File: src/rtl/ctrl_resolve_unit.sv
// ctrl_resolve_unit: resolves control-ALU results into a fetch redirect and a
// queue of branch-predictor updates.
// Optional feature macro: CTRL_UPD_BYPASS_EN. When it is defined, a push into an
// empty update FIFO whose consumer is ready goes straight to the upd outputs and
// is not stored.
`timescale 1ns/1ps

`ifndef SIZE_PC
`define SIZE_PC 32
`endif
`ifndef SIZE_CTI_LOG
`define SIZE_CTI_LOG 4
`endif

module ctrl_resolve_unit #(
    parameter int unsigned UPD_DEPTH = 4
) (
    input  logic                   clk,
    input  logic                   reset_n,
    input  logic                   exeValid_i,
    output logic                   exeReady_o,
    input  logic [`SIZE_PC-1:0]    exePC_i,
    input  logic [`SIZE_PC-1:0]    exeNextPC_i,
    input  logic                   exeDir_i,
    input  logic                   exeMispredict_i,
    input  logic                   exeIsPredicted_i,
    input  logic                   exeIsControl_i,
    input  logic [`SIZE_CTI_LOG:0] exeAge_i,
    output logic                   redirectValid_o,
    input  logic                   redirectReady_i,
    output logic [`SIZE_PC-1:0]    redirectPC_o,
    output logic                   updValid_o,
    input  logic                   updReady_i,
    output logic [`SIZE_PC-1:0]    updPC_o,
    output logic [`SIZE_PC-1:0]    updTarget_o,
    output logic                   updDir_o,
    input  logic                   flush_i
);

    localparam int unsigned PtrW = (UPD_DEPTH > 1) ? $clog2(UPD_DEPTH) : 1;
    localparam int unsigned CntW = PtrW + 1;
    localparam int unsigned AgeW = `SIZE_CTI_LOG + 1;
    localparam int unsigned PcW  = `SIZE_PC;
    localparam logic [CntW-1:0] FullCnt = CntW'(UPD_DEPTH);

    typedef enum logic [0:0] {StIdle, StRedirect} state_e;

    // Handshake decode
    logic exe_accept;
    logic ctrl_accept;
    logic push;
    logic mispredict_accept;
    logic bypass_take;
    logic push_fifo;
    logic pop_fifo;
    logic fifo_empty;
    logic fifo_full;

    // FIFO state
    logic [PtrW-1:0] wr_ptr_q;
    logic [PtrW-1:0] rd_ptr_q;
    logic [CntW-1:0] count_q;
    logic [PcW-1:0]  mem_pc_q  [UPD_DEPTH];
    logic [PcW-1:0]  mem_tgt_q [UPD_DEPTH];
    logic            mem_dir_q [UPD_DEPTH];

    // Redirect FSM state
    state_e          state_q;
    logic            redirect_valid_q;
    logic [PcW-1:0]  redirect_pc_q;
    logic [AgeW-1:0] held_age_q;
    logic [AgeW-1:0] age_diff;
    logic            new_is_older;
    logic            upd_valid;

    assign fifo_empty        = (count_q == '0);
    assign fifo_full         = (count_q == FullCnt);
    assign exeReady_o        = !fifo_full;
    assign exe_accept        = exeValid_i & exeReady_o;
    assign ctrl_accept       = exe_accept & exeIsControl_i;
    assign push              = ctrl_accept & (exeIsPredicted_i | exeMispredict_i);
    assign mispredict_accept = ctrl_accept & exeMispredict_i;

`ifdef CTRL_UPD_BYPASS_EN
    // An empty FIFO with a ready consumer hands the result straight through.
    assign bypass_take = push & fifo_empty & updReady_i;
`else
    assign bypass_take = 1'b0;
`endif

    assign push_fifo = push & !bypass_take;
    assign pop_fifo  = !fifo_empty & updReady_i;
    assign upd_valid = !fifo_empty | bypass_take;

    // Age tags wrap: the new tag is older when the modular difference is negative.
    assign age_diff     = exeAge_i - held_age_q;
    assign new_is_older = age_diff[AgeW-1];

    // FIFO pointers and occupancy; pointers wrap naturally at the power-of-two depth.
    always_ff @(posedge clk or negedge reset_n) begin
        if (!reset_n) begin
            wr_ptr_q <= '0;
            rd_ptr_q <= '0;
            count_q  <= '0;
        end else begin
            if (push_fifo) begin
                wr_ptr_q <= wr_ptr_q + PtrW'(1);
            end
            if (pop_fifo) begin
                rd_ptr_q <= rd_ptr_q + PtrW'(1);
            end
            if (push_fifo && !pop_fifo) begin
                count_q <= count_q + CntW'(1);
            end else if (!push_fifo && pop_fifo) begin
                count_q <= count_q - CntW'(1);
            end
        end
    end

    // FIFO storage; stale entries are never visible because the outputs are gated.
    always_ff @(posedge clk) begin
        if (push_fifo) begin
            mem_pc_q[wr_ptr_q]  <= exePC_i;
            mem_tgt_q[wr_ptr_q] <= exeNextPC_i;
            mem_dir_q[wr_ptr_q] <= exeDir_i;
        end
    end

    // Update outputs: FIFO head, bypassed input, or zero when nothing is offered.
    always_comb begin
        updValid_o  = upd_valid;
        updPC_o     = mem_pc_q[rd_ptr_q];
        updTarget_o = mem_tgt_q[rd_ptr_q];
        updDir_o    = mem_dir_q[rd_ptr_q];
        if (bypass_take) begin
            updPC_o     = exePC_i;
            updTarget_o = exeNextPC_i;
            updDir_o    = exeDir_i;
        end
        if (!upd_valid) begin
            updPC_o     = '0;
            updTarget_o = '0;
            updDir_o    = 1'b0;
        end
    end

    // Redirect FSM with registered valid/PC; flush overrides every transition.
    always_ff @(posedge clk or negedge reset_n) begin
        if (!reset_n) begin
            state_q          <= StIdle;
            redirect_valid_q <= 1'b0;
            redirect_pc_q    <= '0;
            held_age_q       <= '0;
        end else if (flush_i) begin
            state_q          <= StIdle;
            redirect_valid_q <= 1'b0;
        end else begin
            unique case (state_q)
                StIdle: begin
                    if (mispredict_accept) begin
                        state_q          <= StRedirect;
                        redirect_valid_q <= 1'b1;
                        redirect_pc_q    <= exeNextPC_i;
                        held_age_q       <= exeAge_i;
                    end
                end
                StRedirect: begin
                    if (redirect_valid_q && redirectReady_i) begin
                        // Current redirect consumed; a concurrent mispredict starts a fresh one.
                        if (mispredict_accept) begin
                            redirect_pc_q <= exeNextPC_i;
                            held_age_q    <= exeAge_i;
                        end else begin
                            state_q          <= StIdle;
                            redirect_valid_q <= 1'b0;
                        end
                    end else if (mispredict_accept && new_is_older) begin
                        redirect_pc_q <= exeNextPC_i;
                        held_age_q    <= exeAge_i;
                    end
                end
                default: begin
                    state_q          <= StIdle;
                    redirect_valid_q <= 1'b0;
                end
            endcase
        end
    end

    assign redirectValid_o = redirect_valid_q;
    assign redirectPC_o    = redirect_pc_q;

endmodule

File: config.mk
export PLATFORM = sky130hd
export DESIGN_NAME = ctrl_resolve_unit
export DESIGN_NICKNAME = d
export VERILOG_FILES = /design/src/rtl/ctrl_resolve_unit.sv
export SDC_FILE = /design/constraint.sdc
export NUM_CORES = 1
export LEC_CHECK = 0
export ABC_AREA = 1
export BUFFER_PORTS_ARGS = -buffer_cell sky130_fd_sc_hd__clkbuf_2
export CORE_MARGIN = 4
export CORE_UTILIZATION = 40
export CTS_CLUSTER_SIZE = 30
export DETAILED_ROUTE_END_ITERATION = 16
export GPL_TIMING_DRIVEN = 0
export PLACE_DENSITY = 0.57
export SYNTH_ARGS = -nofsm -noshare
export SYNTH_HDL_FRONTEND = slang
export SYNTH_SLANG_ARGS = --single-unit
File: constraint.sdc
create_clock -name clk -period 4.3 [get_ports clk]
set_clock_uncertainty 0.1 [all_clocks]
set_input_delay 0.43 -clock clk [delete_from_list [all_inputs] [get_ports clk]]
set_output_delay 0.43 -clock clk [all_outputs]
set_load 0.01 [all_outputs]
==> metrics.yaml, run 1 <==
cp_max_fo: 10
grt_pass1_wl_um: 50300
yosysTopAreaCell: "edfxtp_1"
track_usage_pct: 18.9
swShare_pct: 35.5
crit_slowest_cell: "clkbuf_1"
gp_congestion: 0.775
vias_per_cell: 5.03
fmax_mhz: 321
met1_usage_pct: 26.2
vias: 8943
grtUsageMet2_pct: 30.8
max-cap-violations: 0
crit_start: "rd_ptr_q[0]$_DFFE_PN0P_"
r2r_slack_ps: 1680
p_int_mw: 6.82
max_stage_delay_ps: 430
dr.first_iter.drc_count: 711
drive_gt1_share_pct: 21.1
p_total_mw: 10.6
seq_area_frac_synth_pct: 70.5
ant_nets: 0
dp_hpwl_um: 21600
clockPowerShare_pct: 29.5
cts_tree: "built"
min_from: "exePC_i[25]"
die_h_um: 186
cp.required_ps: 3770
cp-start-kind: "flop"
synth_top_area_share_pct: 61.5
ir_drop_mv: 0.267
hold_depth: 1
slew_viol_final: 0
path_cells: "buf_2, inv_2, buf_2, clkbuf_1, o21ai_0, a21oi_1, clkbuf_2"
portBuffers: 178
grt_util_met3_pct: 3.29
postSynthAreaPerCell_um2: 11.2
yosysMostFrequentCell: "nor2_1"
setup_viol: 0
fin_ws_ps: 1180
r2r_cells: 11
firstDrtPassIters: 5
regToRegStartpoint: "count_q[0]$_DFFE_PN0P_"
post_drt_wl_per_cell_um: 18.5
synth_edf_count: 260
gr-total-overflow: 0
synth-async-reset-ratio_pct: 15.0
fillers: 2742
hold_class: "in2reg"
grt_max_degree: 47
drc: 0
area_growth_pct: 22.3
synthTopCellsByCount: "268 x nor2_1, 260 x edfxtp_1, 159 x nand2_1, 132 x o21ai_0, 76 x nand3_1"
worst_pin_slew_ps: 915
start_util_pct: 41.0
path_buf_inv: 5
fin_crit_ps: 3120
antenna_found_initial: 0
syn_area_um2: 12700
timing.slew.headroom_pct: 38.6
multi_input_area_um2: 3260
ys.warnings.count: 0
fin_area_um2: 15500
r2r_end: "count_q[1]$_DFFE_PN0P_"
critPathTopFamily: "buffers and inverters"
rows: 64
cts_num_sinks: 306
die_w_um: 186
synth_seq_cells: 306
powerDensity_nw_per_um2: 681
finalCritPeriodShare_pct: 72.5
rsz0062_at_grt: "no"
synthTopCellsByArea: "edfxtp_1 61%, dfrtp_1 9.1%, nor2_1 7.9%, o21ai_0 5.2%, nand2_1 4.7%"
cts_buffers: 35
p_leak_nw: 6.18
crit_type: "reg2out"
coreArea_um2: 31000
seqPwrFrac_pct: 35.3
clk_pin_slew_worst_paths_ps: 60
clockBufferDepth: 3
die_area_um2: 34700
cp_common_cell: "buf_2"
report.final.hold_viol_count: 0
cts-resized-gates: 0
cts_max_level: 2
synth_cell_types: 28
clk_latency_ps: 500
synth_fp_nets: 1220
final_util_pct: 50.1
p_comb_share_pct: 35.1
placed_cell_area_um2: 14300
grt_pass1_vias: 8900
wirelength_um: 32900
endpoint_kind: "output port"
grt_busiest_layer: "met2"
status: "finished clean"
cts_root_buffer: "clkbuf_16"
regArea_um2: 8960
power.switching_mw: 3.75
post-place-ws_ps: 1670
fin_nets: 1446
critPathArrivalTime_ps: 2590
syn_inst: 1132
synthFlopType: "edfxtp_1"
holdPathEnd: "mem_pc_q[2][25]$_DFFE_PP_"
antennaDiodeCount: 0
ios: 179
==> cell type report <==
type                    count  area share (%)
well taps                 396            3.19
repair buffers            189            7.02
flip-flops and latches    306            57.7
inverters                  25           0.604
plain buffers              72            2.69
clock inverters            18            1.74
clock buffers              42            6.08
multi-input cells         729            21.0
==> power groups by stage <==
stage | Clock, mW | Sequential [mW] | Combinational [mW]
floorplan | 0 | 3.83 | 2.15
global placement | 0 | 3.83 | 3.69
detailed placement | 0 | 3.79 | 3.79
CTS | 3.19 | 3.74 | 3.80
global route | 3.31 | 3.77 | 4.17
finish | 3.12 | 3.74 | 3.72
==> cell usage in the layout (no fill, tap or decap), types with 3 or more instances in the layout <==
master     netlist  layout
a21oi_1         70      70
buf_1            9       9
buf_12           3      12
buf_2           26      27
buf_4            3       3
buf_6            6       6
bufinv_16        0       7
clkbuf_1        24      29
clkbuf_16        0      37
clkbuf_2         0     177
clkinv_1         0       3
clkinv_2         0       5
dfrtp_1         46      46
edfxtp_1       260     260
ha_1             8       8
inv_1           22      22
inv_2            3       3
nand2_1        159     159
nand3_1         76      76
nor2_1         268     264
nor2_4           0       4
o21ai_0        132     132
xnor2_1          3       3
==> per-stage QoR <==
| step | hold WS, ps | std cells | setup TNS, ps |
|---|---|---|---|
| global route | 33.7 | 1777 | 0 |
| detailed placement | 387 | 1714 | 0 |
| finish | 47.5 | 1777 | 0 |
| floorplan | 34.4 | 1132 | 0 |
| CTS | 22.5 | 1775 | 0 |
| global placement | 378 | 1706 | -571070 |
==> cell families after synthesis <==
| group | after synthesis | synth area share (%) |
|---|---|---|
| AO/OA/AOI/OAI | 205 | 8.11 |
| XOR/XNOR | 5 | 0.345 |
| AND/OR/NAND/NOR | 510 | 16.0 |
| buffers and inverters | 97 | 4.03 |
| adder cells (fa/ha/maj) | 9 | 0.946 |
| flip-flops | 306 | 70.5 |
==> worst reg2reg max path, cell delays in order (launching register included) <==
cell and delay, ps:
dfrtp_1 440, inv_2 80, nand3_2 110, nand3_2 100, inv_1 40, o21ai_1 480, inv_1 220, ha_1 260
inv_1 90, fa_1 420, nor2_1 110, a21oi_1 40
==> flip-flops by register name, summed over array words and instances (netlist names) <==
register and flops:
redirectValid_o 1, rd_ptr_q 2, held_age_q 5, mem_pc_q 128, state_q 1, count_q 3
redirectPC_o 32, wr_ptr_q 2, mem_dir_q 4, mem_tgt_q 128
==> layer usage <==
metal	share of wire [%]	wire length, µm
met5	0	0
met3	6.2	2050
met2	48	15800
met4	2.3	749
met1	43	14300
==> how the worst max path moves through the flow <==
stage	depth (start not counted)	endpoint	slack (ps)
floorplan	6	mem_dir_q[0]$_DFFE_PP_	140
global placement	6	mem_pc_q[3][24]$_DFFE_PP_	-2270
detailed placement	11	count_q[1]$_DFFE_PN0P_	1670
CTS	7	updTarget_o[12]	1140
global route	5	updTarget_o[12]	1050
finish	7	updTarget_o[14]	1180
==> what timing repair did <==
| action | CTS | global route |
|---|---|---|
| hold buffers | 1 | 1 |
| setup buffers | 0 | 0 |
| hold endpoints to repair | 1 | 8 |
Power figures use the tool's default switching activity.
==> run 2, diff against run 1 <==
Settings changed: PLACE_DENSITY 0.57 to 0.55.
Clock period 4.3 ns to 3 ns, I/O delays scaled along.
==> run 2 against run 1 <==
Against the previous run: cell count increased by 3.8%; sequential share of layout area decreased by 2.1 points; wire length increased by 1.6%; flip-flop and latch count unchanged; sequential power increased by 43%; critical endpoint is now updPC_o[21].
==> metrics.yaml, run 2 (synthesis gave the netlist of run 1 again) <==
status: "finished clean"
coreArea_um2: 31000  # unchanged
layout.cells.most_common: "nor2_1"
timing.slew.headroom_pct: 35.5  # -3.1 points
grt_max_degree: 47  # unchanged
clk_pin_slew_worst_paths_ps: 60  # about the same
grt_busiest_layer: "met2"
report.final.hold_viol_count: 0  # unchanged
track_usage_pct: 19.1  # +0.23 points
fin_nets: 1511  # +4.5%
dp_hpwl_um: 21700  # +0.42%
clk_latency_ps: 500  # about the same
cts_buffers: 34  # -2.9%
portBuffers: 178  # unchanged
vias: 9268  # +3.6%
rows: 64  # unchanged
start_util_pct: 41.0  # unchanged
drc: 0  # unchanged
mostFrequentLayoutCells: "264 x nor2_1, 260 x edfxtp_1, 183 x clkbuf_2"
p_leak_nw: 6.43  # +4.0%
grt_pass1_vias: 9158  # +2.9%
antenna_found_initial: 1  # +1
holdWs_ps: 33.5  # -14.0 ps
cts_num_sinks: 306  # unchanged
fin_area_um2: 16100  # +3.8%
fin_crit_ps: 2920
cp-start-kind: "flop"
powerDensity_nw_per_um2: 927  # +36%
critPathArrivalTime_ps: 2520  # -70 ps
hold_class: "in2reg"
worst_pin_slew_ps: 960  # +45.6 ps
area_growth_pct: 26.9
dr.first_iter.drc_count: 668  # -6.0%
cp.required_ps: 2600  # -1170 ps
gr-total-overflow: 0  # unchanged
cts_max_level: 2  # unchanged
firstDrtPassIters: 6  # +1
max-cap-violations: 0  # unchanged
clockBufferDepth: 3  # unchanged
p_total_mw: 14.9  # +41%
final_util_pct: 52.0  # +1.9 points
crit_type: "reg2out"
endpoint_kind: "output port"
finalCritPeriodShare_pct: 97.3
die_area_um2: 34700  # unchanged
slew_viol_final: 0  # unchanged
cp_max_fo: 10  # unchanged
rsz0062_at_grt: "yes"
drive_gt1_share_pct: 20.3  # -0.75 points
fmax_mhz: 343
setup_viol: 0  # unchanged
cts_root_buffer: "clkbuf_16"
gp_congestion: 0.792  # +2.2%
ir_drop_mv: 0.376  # +41%
stdcell_count: 1844  # +3.8%
grt_pass1_wl_um: 50900  # +1.3%
post_drt_wl_per_cell_um: 18.2  # -2.1%
die_h_um: 186  # unchanged
grtUsageMet2_pct: 30.5  # -0.38 points
met1_usage_pct: 26.4  # +0.18 points
placed_cell_area_um2: 14300  # unchanged
dp.cells: 1714  # unchanged
cts_tree: "built"
die_w_um: 186  # unchanged
vias_per_cell: 5.03  # -0.13%
ios: 179  # unchanged
grt_util_met3_pct: 4.26  # +0.97 points
wirelength_um: 33500  # +1.6%
ant_nets: 0  # unchanged
## run 2: cell type report
class                           count  area, µm²
Buffer                             72        425
Clock inverter                     13        151
Clock buffer                       47        983
Fill cell                        2767      14900
Sequential cell                   306       8960
Antenna cell                        1       2.50
Multi-Input combinational cell    729       3260
Timing Repair Buffer              255       1750
Inverter                           25       93.8
Tap cell                          396        495
## run 2: worst max-delay path, cell delays in order, from the launching register on
cell and delay (ps):
dfrtp_1 360, buf_2 190, inv_2 140, buf_2 310, clkbuf_1 440, o21ai_0 170
a21oi_1 240, clkbuf_2 180
## run 2: worst paths after layout
check,start,endpoint,slack [ps],cells after the start
setup / recovery,rd_ptr_q[0]$_DFFE_PN0P_,updPC_o[21],80,7
max in group asynchronous,reset_n,redirectPC_o[18]$_DFFE_PN0P_,2050,3
min in group asynchronous,reset_n,redirectPC_o[5]$_DFFE_PN0P_,210,2
setup reg to reg,count_q[0]$_DFFE_PN0P_,mem_pc_q[2][29]$_DFFE_PP_,350,8
hold reg to reg,redirectPC_o[0]$_DFFE_PN0P_,redirectPC_o[0]$_DFFE_PN0P_,400,2
hold / removal,exeNextPC_i[31],mem_tgt_q[3][31]$_DFFE_PP_,30,1
## run 2: per-stage QoR
stage	TNS (ps)	setup WS, ps
5_1_grt	-691	-64.8
3_3_place_gp	-404650	-1660
2_1_floorplan	-31590	-122
4_1_cts	0	35.2
6_report	0	82.0
3_5_place_dp	0	305
## run 2: where the power goes
group | internal [mW] | switching [mW]
combinational | 1.88 | 3.54
sequential | 5.12 | 0.223
clock | 2.56 | 1.62
## run 2: repair_timing
item                       CTS  global route
gates resized for setup      6             1
hold buffers                68             0
hold endpoints to repair   263             0
setup buffers                0             0
setup endpoints to repair   50            25
## run 2: routing by layer
metal	share of wire, %	up-vias
met2	46	273
met4	2.3	0
met3	6.6	52
met5	0	-
li1	-	4485
met1	45	4458
==> run 3, diff against run 2 <==
Clock period 3 ns to 3.5 ns, I/O delays scaled along.
==> run 3 against run 2 <==
Against the previous run: the run now ends with hold timing left; register-to-register slack gained 460 ps; die area stayed put; setup slack improved by 170 ps; clock-buffer cell count decreased by 1; cell count down 1.5%.
==> metrics.yaml, run 3 (synthesis gave the netlist of run 1 again) <==
fin_nets: 1482  # -1.9%
portBuffers: 178  # unchanged
grt_max_degree: 47  # unchanged
cp-start-kind: "flop"
crit_slowest_cell: "nor3_1"
fmax_mhz: 308
wirelength_um: 33200  # -0.93%
grt_pass1_vias: 8989  # -1.8%
report.final.hold_viol_count: 3  # +3
p_total_mw: 12.7  # -15%
max-cap-violations: 0  # unchanged
vias: 9082  # -2.0%
coreArea_um2: 31000  # unchanged
cp.required_ps: 3050  # +450 ps
track_usage_pct: 19.0  # -0.079 points
critPathArrivalTime_ps: 2800  # +280 ps
holdWs_ps: -3.53  # -37.0 ps
cts_setup_buffers: 0  # unchanged
timing.slew.headroom_pct: 16.7  # -19 points
critPathTopFamily: "buffers and inverters"
die_area_um2: 34700  # unchanged
setup_viol: 0  # unchanged
powerDensity_nw_per_um2: 804  # -13%
violations: "hold timing"
clk_latency_ps: 500  # about the same
setup_tns_ps: 0  # unchanged
endpoint_kind: "output port"
cts_max_level: 2  # unchanged
die_h_um: 186  # unchanged
grt_pass1_wl_um: 50700  # -0.53%
status: "finished, violations left"
gp_congestion: 0.764  # -3.6%
ant_nets: 0  # unchanged
cts_buffers: 34  # unchanged
drive_gt1_share_pct: 19.9  # -0.37 points
antenna_found_initial: 2  # +1
cts_num_sinks: 306  # unchanged
firstDrtPassIters: 5  # -1
clk_pin_slew_worst_paths_ps: 60  # about the same
start_util_pct: 41.0  # unchanged
dr.first_iter.drc_count: 577  # -14%
fin_crit_ps: 3250
max_stage_delay_ps: 630  # +190 ps
cts_tree: "built"
cts_root_buffer: "clkbuf_16"
path_buf_inv: 3  # -2
worst_pin_slew_ps: 1250  # +289 ps
ir_drop_mv: 0.334  # -11%
post_drt_wl_per_cell_um: 18.3  # +0.54%
layout.cells.most_common: "nor2_1"
ios: 179  # unchanged
cts-resized-gates: 0  # -6
p_leak_nw: 6.28  # -2.3%
vias_per_cell: 5.00  # -0.55%
placed_cell_area_um2: 14300  # about the same
slew_viol_final: 0  # unchanged
hold_buffers: 40  # -41%
fin_area_um2: 15800  # -2.0%
mostFrequentLayoutCells: "264 x nor2_1, 260 x edfxtp_1, 178 x clkbuf_2"
dp_hpwl_um: 21700  # about the same
rsz0062_at_grt: "no"
hold_class: "in2async"
clockBufferDepth: 3  # unchanged
fillers: 2789  # +0.80%
rows: 64  # unchanged
area_growth_pct: 24.4
cp_max_fo: 10  # unchanged
gr-total-overflow: 0  # unchanged
drc: 0  # unchanged
die_w_um: 186  # unchanged
crit_type: "reg2out"
finalCritPeriodShare_pct: 92.8
path_cells: "nor3_1, clkbuf_1, buf_2, a21oi_1, clkbuf_2"
post-place-ws_ps: 756  # +451 ps
fin_ws_ps: 250  # +168 ps
[run 3: stage by stage]
| stage | util (%) | std cells |
|---|---|---|
| detailed placement | 46.1 | 1714 |
| finish | 51.0 | 1817 |
| global placement | 45.5 | 1706 |
| floorplan | - | 1132 |
| CTS | 51.0 | 1815 |
| global route | 51.0 | 1817 |
[run 3: cell type report]
type | count | area (µm²) | area share (%)
tap | 396 | 495 | 3.14
antenna | 2 | 5.00 | 0.0317
clock inverter | 15 | 170 | 1.08
timing repair buffer | 226 | 1460 | 9.23
sequential | 306 | 8960 | 56.7
inverter | 25 | 93.8 | 0.594
buffer | 72 | 418 | 2.65
clock buffer | 46 | 937 | 5.93
multi-input combinational | 729 | 3260 | 20.6
[run 3: worst paths after layout]
kind                                             start  depth (start not counted)                     endpoint  slack, ps
hold / removal                                 reset_n                          1  redirectPC_o[1]$_DFFE_PN0P_         -4
setup / recovery                count_q[0]$_DFFE_PN0P_                          5              updTarget_o[13]        250
max in group asynchronous                      reset_n                          1       count_q[0]$_DFFE_PN0P_       2520
min in group clk                       exeNextPC_i[22]                          1   mem_tgt_q[3][22]$_DFFE_PP_         20
hold reg to reg            redirectPC_o[1]$_DFFE_PN0P_                          2  redirectPC_o[1]$_DFFE_PN0P_        400
setup reg to reg                count_q[0]$_DFFE_PN0P_                          9       count_q[2]$_DFFE_PN0P_        810
[run 3: routing by layer]
| layer | share of wire (%) | wire length, µm | vias up | track usage (%) |
|---|---|---|---|---|
| li1 | - | - | 4429 | - |
| met1 | 45 | 15100 | 4343 | 26.8 |
| met2 | 46 | 15400 | 262 | 30.4 |
| met3 | 5.7 | 1900 | 48 | 3.42 |
| met4 | 2.3 | 770 | 0 | 5.71 |
| met5 | 0 | 0 | - | 0 |
[run 3: power by group]
group | switching (mW) | internal [mW]
logic | 3.00 | 1.58
clock network | 1.35 | 2.17
registers | 0.204 | 4.39
